### src/rtl/alu_issue_ctrl.sv
// alu_issue_ctrl: execute-stage issue controller for SimpleRISC ALU instructions.
// Accepts one instruction at a time, sequences the external ALU, writes back and maintains the E/GT flags.
module alu_issue_ctrl #(
    parameter int XLEN   = 32,
    parameter int NREG_W = 4
) (
    input  logic              clk,
    input  logic              rst,
    input  logic              in_valid,
    output logic              in_ready,
    input  logic [31:0]       in_instr,
    output logic [NREG_W-1:0] rf_raddr1,
    output logic [NREG_W-1:0] rf_raddr2,
    input  logic [XLEN-1:0]   rf_rdata1,
    input  logic [XLEN-1:0]   rf_rdata2,
    output logic [XLEN-1:0]   alu_a,
    output logic [XLEN-1:0]   alu_b,
    output logic [4:0]        alu_control,
    input  logic [XLEN-1:0]   alu_result,
    output logic              wb_en,
    output logic [NREG_W-1:0] wb_addr,
    output logic [XLEN-1:0]   wb_data,
    output logic              flag_e,
    output logic              flag_gt,
    output logic              done,
    output logic              illegal
);

    typedef enum logic [1:0] {
        S_IDLE,
        S_DECODE,
        S_EXEC,
        S_WB
    } state_t;

    typedef enum logic [4:0] {
        OP_ADD = 5'd0,
        OP_SUB = 5'd1,
        OP_MUL = 5'd2,
        OP_DIV = 5'd3,
        OP_MOD = 5'd4,
        OP_CMP = 5'd5,
        OP_AND = 5'd6,
        OP_OR  = 5'd7,
        OP_NOT = 5'd8,
        OP_MOV = 5'd9,
        OP_LSL = 5'd10,
        OP_LSR = 5'd11,
        OP_ASR = 5'd12,
        OP_NOP = 5'd13
    } opcode_t;

    typedef enum logic [4:0] {
        ALU_ADD = 5'd0,
        ALU_SUB = 5'd1,
        ALU_MUL = 5'd2,
        ALU_DIV = 5'd3,
        ALU_MOD = 5'd4,
        ALU_CMP = 5'd5,
        ALU_AND = 5'd6,
        ALU_OR  = 5'd7,
        ALU_NOT = 5'd8,
        ALU_LSL = 5'd9,
        ALU_LSR = 5'd10,
        ALU_ASR = 5'd11
    } alu_op_t;

    state_t            state;
    state_t            state_nx;
    logic [31:0]       instr_q;
    logic              hs;

    logic [4:0]        op;
    logic              imm_sel;
    logic [1:0]        imm_mod;
    logic [15:0]       imm16;
    logic [NREG_W-1:0] rd;

    logic [XLEN-1:0]   op2;
    logic              op2_bad;

    alu_op_t           dec_ctrl;
    logic [XLEN-1:0]   dec_a;
    logic [XLEN-1:0]   dec_b;
    logic              dec_alu;
    logic              dec_write;
    logic              dec_cmp;
    logic              dec_ill;

    logic              write_q;
    logic              cmp_q;
    logic              ill_q;

    assign op        = instr_q[31:27];
    assign imm_sel   = instr_q[26];
    assign rd        = instr_q[22 +: NREG_W];
    assign imm_mod   = instr_q[17:16];
    assign imm16     = instr_q[15:0];
    assign rf_raddr1 = instr_q[18 +: NREG_W];
    assign rf_raddr2 = instr_q[14 +: NREG_W];

    assign hs = in_valid && in_ready;

    // Second operand: register or one of three immediate expansions.
    always_comb begin
        op2     = rf_rdata2;
        op2_bad = 1'b0;
        if (imm_sel) begin
            case (imm_mod)
                2'b00:   op2 = {{(XLEN-16){imm16[15]}}, imm16};
                2'b01:   op2 = {{(XLEN-16){1'b0}}, imm16};
                2'b10:   op2 = {imm16, {(XLEN-16){1'b0}}};
                default: begin
                    op2     = '0;
                    op2_bad = 1'b1;
                end
            endcase
        end
    end

    always_comb begin
        dec_ctrl  = ALU_ADD;
        dec_a     = rf_rdata1;
        dec_b     = op2;
        dec_alu   = 1'b1;
        dec_write = 1'b1;
        dec_cmp   = 1'b0;
        dec_ill   = 1'b0;
        case (op)
            OP_ADD: dec_ctrl = ALU_ADD;
            OP_SUB: dec_ctrl = ALU_SUB;
            OP_MUL: dec_ctrl = ALU_MUL;
            OP_DIV: dec_ctrl = ALU_DIV;
            OP_MOD: dec_ctrl = ALU_MOD;
            OP_CMP: begin
                dec_ctrl  = ALU_CMP;
                dec_write = 1'b0;
                dec_cmp   = 1'b1;
            end
            OP_AND: dec_ctrl = ALU_AND;
            OP_OR:  dec_ctrl = ALU_OR;
            OP_NOT: begin
                dec_ctrl = ALU_NOT;
                dec_a    = op2;
                dec_b    = '0;
            end
            OP_MOV: begin
                dec_ctrl = ALU_ADD;
                dec_a    = '0;
            end
            OP_LSL: dec_ctrl = ALU_LSL;
            OP_LSR: dec_ctrl = ALU_LSR;
            OP_ASR: dec_ctrl = ALU_ASR;
            OP_NOP: begin
                dec_alu   = 1'b0;
                dec_write = 1'b0;
            end
            default: begin
                dec_alu   = 1'b0;
                dec_write = 1'b0;
                dec_ill   = 1'b1;
            end
        endcase
        // nop never consumes op2, so a reserved mod only faults real ALU ops
        if (op2_bad && op != OP_NOP) begin
            dec_alu   = 1'b0;
            dec_write = 1'b0;
            dec_cmp   = 1'b0;
            dec_ill   = 1'b1;
        end
    end

    always_ff @(posedge clk or posedge rst) begin
        if (rst) begin
            state <= S_IDLE;
        end else begin
            state <= state_nx;
        end
    end

    always_comb begin
        state_nx = state;
        case (state)
            S_IDLE:   if (in_valid) state_nx = S_DECODE;
            S_DECODE: state_nx = dec_alu ? S_EXEC : S_WB;
            S_EXEC:   state_nx = S_WB;
            S_WB:     state_nx = in_valid ? S_DECODE : S_IDLE;
            default:  state_nx = S_IDLE;
        endcase
    end

    always_comb begin
        in_ready = !rst && (state == S_IDLE || state == S_WB);
        done     = (state == S_WB);
        wb_en    = (state == S_WB) && write_q;
        illegal  = (state == S_WB) && ill_q;
    end

    always_ff @(posedge clk or posedge rst) begin
        if (rst) begin
            instr_q     <= '0;
            write_q     <= 1'b0;
            cmp_q       <= 1'b0;
            ill_q       <= 1'b0;
            alu_a       <= '0;
            alu_b       <= '0;
            alu_control <= '0;
            wb_addr     <= '0;
            wb_data     <= '0;
            flag_e      <= 1'b0;
            flag_gt     <= 1'b0;
        end else begin
            if (hs) begin
                instr_q <= in_instr;
            end
            if (state == S_DECODE) begin
                write_q <= dec_write;
                cmp_q   <= dec_cmp;
                ill_q   <= dec_ill;
                if (dec_alu) begin
                    alu_a       <= dec_a;
                    alu_b       <= dec_b;
                    alu_control <= dec_ctrl;
                    wb_addr     <= rd;
                end
            end
            if (state == S_EXEC) begin
                wb_data <= alu_result;
            end
            // cmp result is 0 (equal), 1 (greater) or all-ones (less)
            if (state == S_WB && cmp_q) begin
                flag_e  <= (wb_data == '0);
                flag_gt <= (wb_data == XLEN'(1));
            end
        end
    end

endmodule

### config.mk
export PLATFORM = sky130hd
export DESIGN_NAME = alu_issue_ctrl
export DESIGN_NICKNAME = d
export VERILOG_FILES = /design/src/rtl/alu_issue_ctrl.sv
export SDC_FILE = /design/constraint.sdc
export NUM_CORES = 1
export LEC_CHECK = 0
export BUFFER_PORTS_ARGS = -buffer_cell sky130_fd_sc_hd__buf_4
export CORE_ASPECT_RATIO = 0.75
export CORE_MARGIN = 4
export CORE_UTILIZATION = 50
export DETAILED_ROUTE_END_ITERATION = 10
export GPL_ROUTABILITY_DRIVEN = 0
export MAX_ROUTING_LAYER = met4
export PLACE_DENSITY = 0.92
export SLEW_MARGIN = 10
export SYNTH_ARGS = -nofsm -noshare
export SYNTH_HDL_FRONTEND = slang
export SYNTH_SLANG_ARGS = --single-unit
### constraint.sdc
create_clock -name clk -period 6.63 [get_ports clk]
set_input_delay 1.989 -clock clk [delete_from_list [all_inputs] [get_ports clk]]
set_output_delay 1.989 -clock clk [all_outputs]
set_load 0.03 [all_outputs]
==> results of run 1 <==
## synthesized netlist by cell type, drive strengths merged
cell | n | area, um^2
nand3b | 1 | 7.510
a2111oi | 1 | 8.760
o21ai | 27 | 135.1
mux2 | 77 | 867.1
ha | 5 | 62.56
a22o | 1 | 8.760
a2bb2oi | 32 | 336.6
or3 | 1 | 6.260
a21o | 1 | 7.510
mux2i | 13 | 130.1
nand3 | 2 | 10.01
a32oi | 1 | 8.760
and2 | 4 | 25.02
xor2 | 1 | 8.760
nor2 | 20 | 82.58
nor2b | 34 | 212.7
a211oi | 1 | 7.510
nor4 | 9 | 62.56
nand2b | 2 | 20.02
conb | 1 | 3.750
a31oi | 2 | 12.51
buf | 44 | 277.8
inv | 7 | 26.28
and2b | 2 | 15.01
o211ai | 1 | 21.27
dfrtp | 143 | 3578
nor3 | 1 | 5.000
a21oi | 35 | 175.2
o211a | 1 | 10.01
nand2 | 73 | 274.0
clkbuf | 10 | 37.54
o31ai | 32 | 240.2
o41ai | 1 | 8.760
or4 | 1 | 7.510
a32o | 3 | 30.03
## stage by stage
step,area [um^2],power (mW)
after global placement,8567,4.322
after CTS,9186,5.431
after detailed placement,8567,4.423
after floorplan,6731,3.512
final,9186,5.411
after global routing,9186,5.709
## kinds of logic (layout without fill, tap and decap cells)
group | Yosys count | in the layout | synth area share (%)
AND/OR/NAND/NOR | 150 | 150 | 10.82
multiplexers | 90 | 90 | 14.81
XOR/XNOR | 1 | 1 | 0.1301
buffers and inverters | 61 | 295 | 5.074
flip-flops | 143 | 143 | 53.16
other | 1 | 1 | 0.05571
AO/OA/AOI/OAI | 139 | 139 | 15.02
adder cells (fa/ha/maj) | 5 | 5 | 0.9294
## area by class of cell
cell class	instances	area (um^2)
Clock buffer	19	442.9
Clock inverter	13	176.4
Fill cell	992	3876
Inverter	7	31.28
Multi-Input combinational cell	386	2821
Sequential cell	143	3578
Tap cell	171	214.0
Timing Repair Buffer	256	1922
## cell usage in the layout (no fill, tap or decap), types with 2 or more instances in the layout
cell type  Yosys  final
a21oi_1       35     35
a2bb2oi_1     23     23
a2bb2oi_2      9      9
a31oi_1        2      2
a32o_1         3      3
and2_1         4      3
and2b_1        2      2
buf_4         13    256
bufinv_16      0      3
clkbuf_16      0     17
clkinv_4       0      4
dfrtp_1      143    143
ha_1           5      5
inv_1          7      6
inv_6          0      5
mux2_2        77     77
mux2i_1       13     13
nand2_1       73     73
nand3_1        2      2
nor2_1        19     19
nor2b_1       34     34
nor4_1         8      8
o21ai_0       12     12
o21ai_1       15     15
o31ai_1       32     32
## sequential cells by signal, indices dropped and copies added (netlist names)
signal	cells
ill_q	1
state	2
alu_control	4
wb_data	32
flag_e	1
instr_q	32
cmp_q	1
wb_addr	4
alu_a	32
flag_gt	1
alu_b	32
write_q	1
## per-layer routing
metal	share of wire (%)	global-route usage [%]
met1	44	34.95
met2	47	38.96
met3	7.2	5.393
met4	1.9	7.877
met5	0	-
## how the worst min path moves through the flow
stage / cells after the start / endpoint / slack, ps / start
floorplan: 2 / wb_addr[0]$_DFFE_PP0P_ / 430 / instr_q[22]$_DFFE_PP0P_
global placement: 2 / wb_addr[0]$_DFFE_PP0P_ / 450 / instr_q[22]$_DFFE_PP0P_
detailed placement: 2 / wb_addr[1]$_DFFE_PP0P_ / 470 / instr_q[23]$_DFFE_PP0P_
CTS: 2 / wb_addr[1]$_DFFE_PP0P_ / 470 / instr_q[23]$_DFFE_PP0P_
global route: 2 / alu_b[13]$_DFFE_PP0P_ / 500 / alu_b[13]$_DFFE_PP0P_
finish: 2 / wb_addr[1]$_DFFE_PP0P_ / 470 / instr_q[23]$_DFFE_PP0P_
## power breakdown
group | switching (mW) | leakage [nW] | internal [mW]
Clock | 0.389 | 0.305 | 0.612
Combinational | 1.64 | 2.31 | 1.13
Sequential | 0.338 | 1.73 | 1.30
Total | 2.37 | 4.34 | 3.05
## critical path: stages
cell	delay (ps)
buf_4	130
nor2_1	110
buf_4	170
==> run metrics, run 1 <==
total grt overflow 0; Die Wd between 100 and 150 um; WP data required 4640 ps; Routed WL about 19 mm; RSZ-0062 raised after global routing false; post-DP HPWL approximately 14 mm; Synth-to-Final Area Change 36.47%; Via density approximately 5.5; Row Count 36; cell depth of the worst flop-to-flop path 5; Post-CTS Resized 0; layout cells sized above 1 46.00%; die outline height ~110 um; worst vdd ir 0.3225 mV; clk root buf clkbuf_16; Worst EP arrival 2400 ps; clk sinks between 100 and 150; Pleak 4.341 nW; final core utilization a little over two thirds; fin. max-slew vios 0; Synth Net Count just over 700; Crit. Startpoint rst; vias in the first global route approximately 5400; hold-fix buffers at CTS 0; Slew headroom between 30% and 40%; Syn Area/Cell ~11 um^2; TritonRoute pass-1 iters 5; Seq/Total Area, Yosys ~53%; Post-layout nets about 950; last element of the critical path in_ready; first-pass GRT wire length roughly 30 mm; clock insertion delay at the later pin of the skew report 410 ps; Port-buffer cells about 250; Setup TNS Final 0 ps; Non-Filler Instances 995; critical path start-end classification input port to primary output; Least-Margin Pin Slew approximately 1000 ps; Placed Cells a little under 1000; clk slew on worst S/H paths approximately 60 ps; initial antenna violation count 0; pre-CTS setup slack 2239 ps; CP Max Fanout 2; R2R Setup Slk around 4200 ps; Min Hold Slack between 400 and 500 ps; Power Density about 590 nW/um^2; clock buffer depth 2; Core Area about 13000 um^2; outcome completed; CTS tree built; GR Util All Layers 25.66%; post-synthesis cell count 590; largest net degree at the start of global routing approximately 110; Vias around 5400; CP Capture Type primary output; Final min period 4393 ps; # H-tree levels 4; final hold vios 0; Yosys reg bits 143; Setup Buffers After CTS 0; Initial Util roughly half; IO Count 250; startpoint types input port; Final setup viols 0; Ys Warns 0; worst hold path type flip-flop to flip-flop; skew final 11.99 ps; number of DRC markers in iteration 0 392; worst flop-to-flop path startpoint instr_q[17]$_DFFE_PP0P_; PnR worst setup slack about 2200 ps; drt drc 0; max frequency roughly 0.23 GHz; RR Endpoint alu_a[9]$_DFFE_PP0P_; Die ar. ~15000 um^2; Inserted Clock Buffers 17; synth unique cells 42; antenna-violating nets left 0; max_cap viols 0; average wire per standard cell a little under 20 um; Netlist Area Pre-Place 6731 um^2; final worst path period share between 60% and 70%; Antenna diodes 0
(Power assumes the default switching activity.)
==> inputs of run 2 (changes only) <==
clock period = 4.05 ns   (was 6.63 ns; I/O delays follow)
==> run 2 against run 1 <==
  * Sequential share of layout area fell by 0.12 points
  * Clock skew fell by 3.4 ps
  * Clock power up 59%
  * Largest cell class unchanged
  * Critical path type unchanged
  * Register-to-register slack got worse by 2600 ps
==> run metrics, run 2 (synthesized netlist as in run 1, its figures left out) <==
outcome completed; Row Count 36 (unchanged); internal power 4.978 mW (+63%); WP data required 2830 ps (-1810 ps); commonest non-fill, non-tap cell in the layout buf_4; Gate power share 51.8% (+0.6 points); Worst EP arrival 1630 ps (-770 ps); first-pass GRT wire length 30.13 mm (+1.9%); Setup TNS Final 0 ps (unchanged); skew final 8.552 ps (-3.435 ps); PnR worst setup slack 1202 ps (-1035 ps); average wire per standard cell 19.68 um (+1.4%); clock buffer depth 2 (unchanged); max frequency ~0.35 GHz; CP Max Fanout 2 (unchanged); Slew headroom 33.13% (+2.0 points); hold-fix buffers at CTS 0 (unchanged); Port-buffer cells 248 (unchanged); Initial Util 51.53% (unchanged); Hold Crit Depth 2 (unchanged); layout cells sized above 1 46.00% (about the same); initial antenna violation count 0 (unchanged); clk sinks 143 (unchanged); post-DP HPWL 14.54 mm (+1.9%); number of DRC markers in iteration 0 349 (-11%); Routed WL 19.62 mm (+1.6%); die outline height 108.5 um (unchanged); Final setup viols 0 (unchanged); fill count 947 (-4.5%); final core utilization 70.55% (+0.22 points); Pleak 4.332 nW (-0.21%); total grt overflow 0 (unchanged); Via density 5.480 (+0.48%); # H-tree levels 4 (unchanged); Least-Margin Pin Slew 1003 ps (-30.68 ps); Core Area 13060 um^2 (unchanged); Final min period roughly 2800 ps; Synth-to-Final Area Change 36.90%; startpoint types input port; antenna-violating nets left 0 (unchanged); most frequent cells in the layout buf_4, dfrtp_1, mux2_2, nand2_1, a21oi_1; TritonRoute pass-1 iters 5 (unchanged); fin. max-slew vios 0 (unchanged); CP Capture Type primary output; Switching Fraction 43.66% (-0.048 points); cell depth of the worst flop-to-flop path 4 (-1); critical path start-end classification input port to primary output; final hold vios 0 (unchanged); worst vdd ir 0.6142 mV (+90%); Antenna diodes 0 (unchanged); Inserted Clock Buffers 17 (unchanged); drt drc 0 (unchanged); Die ar. 15400 um^2 (unchanged); clock insertion delay at the later pin of the skew report 410 ps (about the same); final worst path period share ~70%; largest net degree at the start of global routing 58 (-45%); Vias 5464 (+0.68%); CTS tree built; Area after DPL 8618 um^2 (+0.60%); vias in the first global route 5525 (+2.0%); Final Instance Area 9215 um^2 (+0.31%); clk root buf clkbuf_16; clock share of power 18.0% (-0.5 points); max_cap viols 0 (unchanged); pre-CTS setup slack 1201 ps (-1038 ps); part of the power in registers 30.3% (about the same); RSZ-0062 raised after global routing false; clk slew on worst S/H paths 60 ps (about the same); worst hold path type flip-flop to flip-flop; Die Wd 142.0 um (unchanged); Power Density 959.0 nW/um^2 (+63%); Net Switching 3.859 mW (+63%); Post-layout nets 949 (+0.21%); Setup Buffers After CTS 0 (unchanged); IO Count 250 (unchanged); Post-CTS Resized 0 (unchanged); GR Util All Layers 26.03% (+0.37 points)
run 2: changes by cell type in the layout (fill, tap and decap cells not counted):
cell / previous run / this run
inv_8: 1 / 0
clkinv_4: 4 / 1
clkbuf_1: 1 / 2
buf_12: 0 / 3
clkbuf_8: 1 / 0
clkinv_2: 1 / 2
clkinvlp_4: 0 / 6
inv_6: 5 / 2
buf_4: 256 / 255
run 2: area by class of cell:
class	count	area, um^2	area share (%)
inverters	7	30.03	0.3259
clock buffers	19	432.9	4.698
repair buffers	258	1974	21.43
well taps	171	214.0	2.322
clock inverters	13	163.9	1.779
flip-flops and latches	143	3578	38.83
multi-input cells	386	2821	30.62
run 2: power by group through the flow:
| stage | logic [mW] | registers, mW | clock network, mW |
|---|---|---|---|
| after floorplan | 2.26 | 3.49 | 0 |
| after global placement | 4.46 | 2.64 | 0 |
| after detailed placement | 4.58 | 2.68 | 0 |
| after CTS | 4.60 | 2.67 | 1.61 |
| after global routing | 4.86 | 2.78 | 1.68 |
| final | 4.57 | 2.68 | 1.59 |
run 2: through the flow:
| step | power, mW | hold slack (ps) | cells |
|---|---|---|---|
| 2_1_floorplan | 5.749 | 434.8 | 590 |
| 4_1_cts | 8.877 | 480.2 | 997 |
| 3_3_place_gp | 7.102 | 450.4 | 965 |
| 3_5_place_dp | 7.261 | 468.0 | 965 |
| 5_1_grt | 9.322 | 504.3 | 997 |
| 6_report | 8.837 | 478.3 | 997 |
run 2: final timing paths:
kind / endpoint / slack [ps] / start
worst max-delay path: in_ready / 1200 / rst
worst min-delay path: wb_addr[3]$_DFFE_PP0P_ / 480 / instr_q[25]$_DFFE_PP0P_
worst max register to register: alu_control[0]$_DFFE_PP0P_ / 1660 / instr_q[17]$_DFFE_PP0P_
worst min register to register: wb_addr[3]$_DFFE_PP0P_ / 480 / instr_q[25]$_DFFE_PP0P_
max in group asynchronous: wb_data[31]$_DFFE_PP0P_ / 2360 / rst
min in group asynchronous: wb_data[26]$_DFFE_PP0P_ / 950 / rst
run 2: worst max-delay path: stages:
cell and delay, ps:
buf_4 120, nor2_1 120, buf_4 180
run 2: routing by layer:
| metal | track usage (%) | vias to the layer above | share of wire (%) |
|---|---|---|---|
| met5 | - | - | 0 |
| met3 | 5.880 | 32 | 7.0 |
| li1 | - | 2521 | - |
| met4 | 8.014 | 0 | 2.2 |
| met1 | 34.24 | 2691 | 42 |
| met2 | 40.61 | 220 | 48 |
==> inputs of run 3 (changes only) <==
CORE_UTILIZATION = 45   (was 50)
PLACE_DENSITY = 0.88   (was 0.92)
clock period = 2.4 ns   (was 4.05 ns; I/O delays follow)
==> run 3 against run 2 <==
  * Cell area up 1.0%
  * Clock power is 61% higher
  * Count of clock-buffer cells in the layout fell by 2
  * Critical path depth grew 1
  * Worst setup slack worse by 1100 ps
  * Sequential power up 70%
  * Die area up 10%
  * Sequential share of layout area fell by 0.39 points
  * Largest cell class unchanged
  * Largest power group unchanged
==> run metrics, run 3 (synthesized netlist as in run 1, its figures left out) <==
post-DP HPWL 15.15 mm (+4.2%); pre-CTS setup slack 423.3 ps (-777.8 ps); most frequent cells in the layout buf_4, dfrtp_1, mux2_2, nand2_1, a21oi_1; worst hold path type input port to asynchronous set/reset pin; CP Capture Type primary output; Placed Cells 1003 (+3.9%); PnR worst setup slack 72.56 ps (-1129 ps); R2R Setup Slk 400 ps (-1260 ps); final worst path period share 96.98%; fill count 1148 (+21%); Final Instance Area 9309 um^2 (+1.0%); clk root buf clkbuf_16; # H-tree levels 4 (unchanged); Non-Filler Instances 1036 (+3.9%); hold-fix buffers at CTS 0 (unchanged); Synth-to-Final Area Change 38.29%; Port-buffer cells 248 (unchanged); IO Count 250 (unchanged); clock insertion delay at the later pin of the skew report 410 ps (about the same); Pleak 4.388 nW (+1.3%); critical path start-end classification flip-flop to primary output; final core utilization 63.98% (-6.6 points); clock buffer depth 2 (unchanged); layout cells sized above 1 46.89% (+0.89 points); largest net degree at the start of global routing 60 (+3.4%); max_cap viols 0 (unchanged); clk slew on worst S/H paths 70 ps (about the same); CP Max Fanout 3 (+1); Die ar. 17000 um^2 (+10%); Final min period approximately 2300 ps; RSZ-0062 raised after global routing false; Power Density 1598 nW/um^2 (+67%); first-pass GRT wire length 30.48 mm (+1.2%); Worst EP arrival 1610 ps (-20 ps); Vias 5477 (+0.24%); Core Area 14550 um^2 (+11%); commonest non-fill, non-tap cell in the layout buf_4; Least-Margin Pin Slew 733.3 ps (-269.8 ps); clk sinks 143 (unchanged); Area after DPL 8735 um^2 (+1.4%); total grt overflow 0 (unchanged); number of DRC markers in iteration 0 349 (unchanged); final hold vios 0 (unchanged); initial antenna violation count 0 (unchanged); startpoint types flip-flop; Inserted Clock Buffers 17 (unchanged); TritonRoute pass-1 iters 7 (+2); skew final 8.812 ps (+0.2605 ps); CTS tree built; Via density 5.287 (-3.5%); worst vdd ir 0.8555 mV (+39%); antenna-violating nets left 0 (unchanged); Initial Util 46.27% (-5.3 points); Slew headroom 51.01% (+18 points); WP data required 1680 ps (-1150 ps); drt drc 0 (unchanged); Post-layout nets 959 (+1.1%); Row Count 38 (+5.6%); GR Util All Layers 23.64% (-2.4 points); fin. max-slew vios 0 (unchanged); Post-CTS Resized 0 (unchanged); die outline height 113.9 um (+5.0%); average wire per standard cell 19.09 um (-3.0%); Antenna diodes 0 (unchanged); outcome completed; vias in the first global route 5568 (+0.78%); Final setup viols 0 (unchanged); max frequency 0.4297 GHz; Die Wd 149.2 um (+5.1%); Routed WL 19.78 mm (+0.81%); cell depth of the worst flop-to-flop path 5 (+1)
-- run 3: changes by cell type in the layout (fill, tap and decap cells not counted), moves of 2 or more --
cell,previous run,this run
buf_4,255,264
bufinv_16,3,0
clkbuf_1,2,0
clkinvlp_4,6,2
inv_6,2,5
inv_8,0,6
-- run 3: final timing paths --
check,start,to
worst max register to register,instr_q[17]$_DFFE_PP0P_,alu_a[30]$_DFFE_PP0P_
min in group clk,instr_q[25]$_DFFE_PP0P_,wb_addr[3]$_DFFE_PP0P_
max in group asynchronous,rst,wb_addr[1]$_DFFE_PP0P_
worst min register to register,instr_q[25]$_DFFE_PP0P_,wb_addr[3]$_DFFE_PP0P_
worst max-delay path,state[0]$_DFFE_PP0P_,in_ready
worst min-delay path,rst,wb_data[2]$_DFFE_PP0P_
-- run 3: area by class of cell --
type	count	area, um^2	share of cell area, %
clock buffer	17	425.4	4.570
sequential	143	3578	38.44
inverter	7	30.03	0.3226
clock inverter	15	141.4	1.519
timing repair buffer	268	2062	22.15
tap	200	250.2	2.688
multi-input combinational	386	2821	30.31
-- run 3: routing by layer --
metal	vias to the layer above	wire, um	part of all wire [%]	GRT usage, %
li1	2555	-	-	-
met1	2683	8631	44	31.31
met2	218	9551	48	37.24
met3	21	1323	6.7	5.560
met4	0	274	1.4	5.793
met5	-	0	0	-
-- run 3: where the power goes --
part / switching [mW] / internal, mW
sequential: 0.967 / 3.59
clock: 1.17 / 1.38
combinational: 4.53 / 3.24
-- run 3: critical path: stages (launching register included) --
cell and delay [ps]:
dfrtp_1 390, inv_1 100, ha_1 350, nor2_1 170, buf_4 190
-- run 3: through the flow --
step | hold WS [ps] | TNS [ps] | power (mW)
after floorplan | 434.8 | -15880 | 9.701
after global placement | 449.1 | 0 | 12.09
after detailed placement | 458.1 | 0 | 12.34
after CTS | 456.2 | 0 | 14.93
after global routing | 482.5 | 0 | 15.71
final | 443.5 | 0 | 14.88
-- run 3: timing repair --
| item | 4_1_cts | 5_1_grt |
|---|---|---|
| endpoints found under the hold margin | 0 | 0 |
| buffers inserted | 0 | 1 |
| setup endpoints to repair | 0 | 1 |
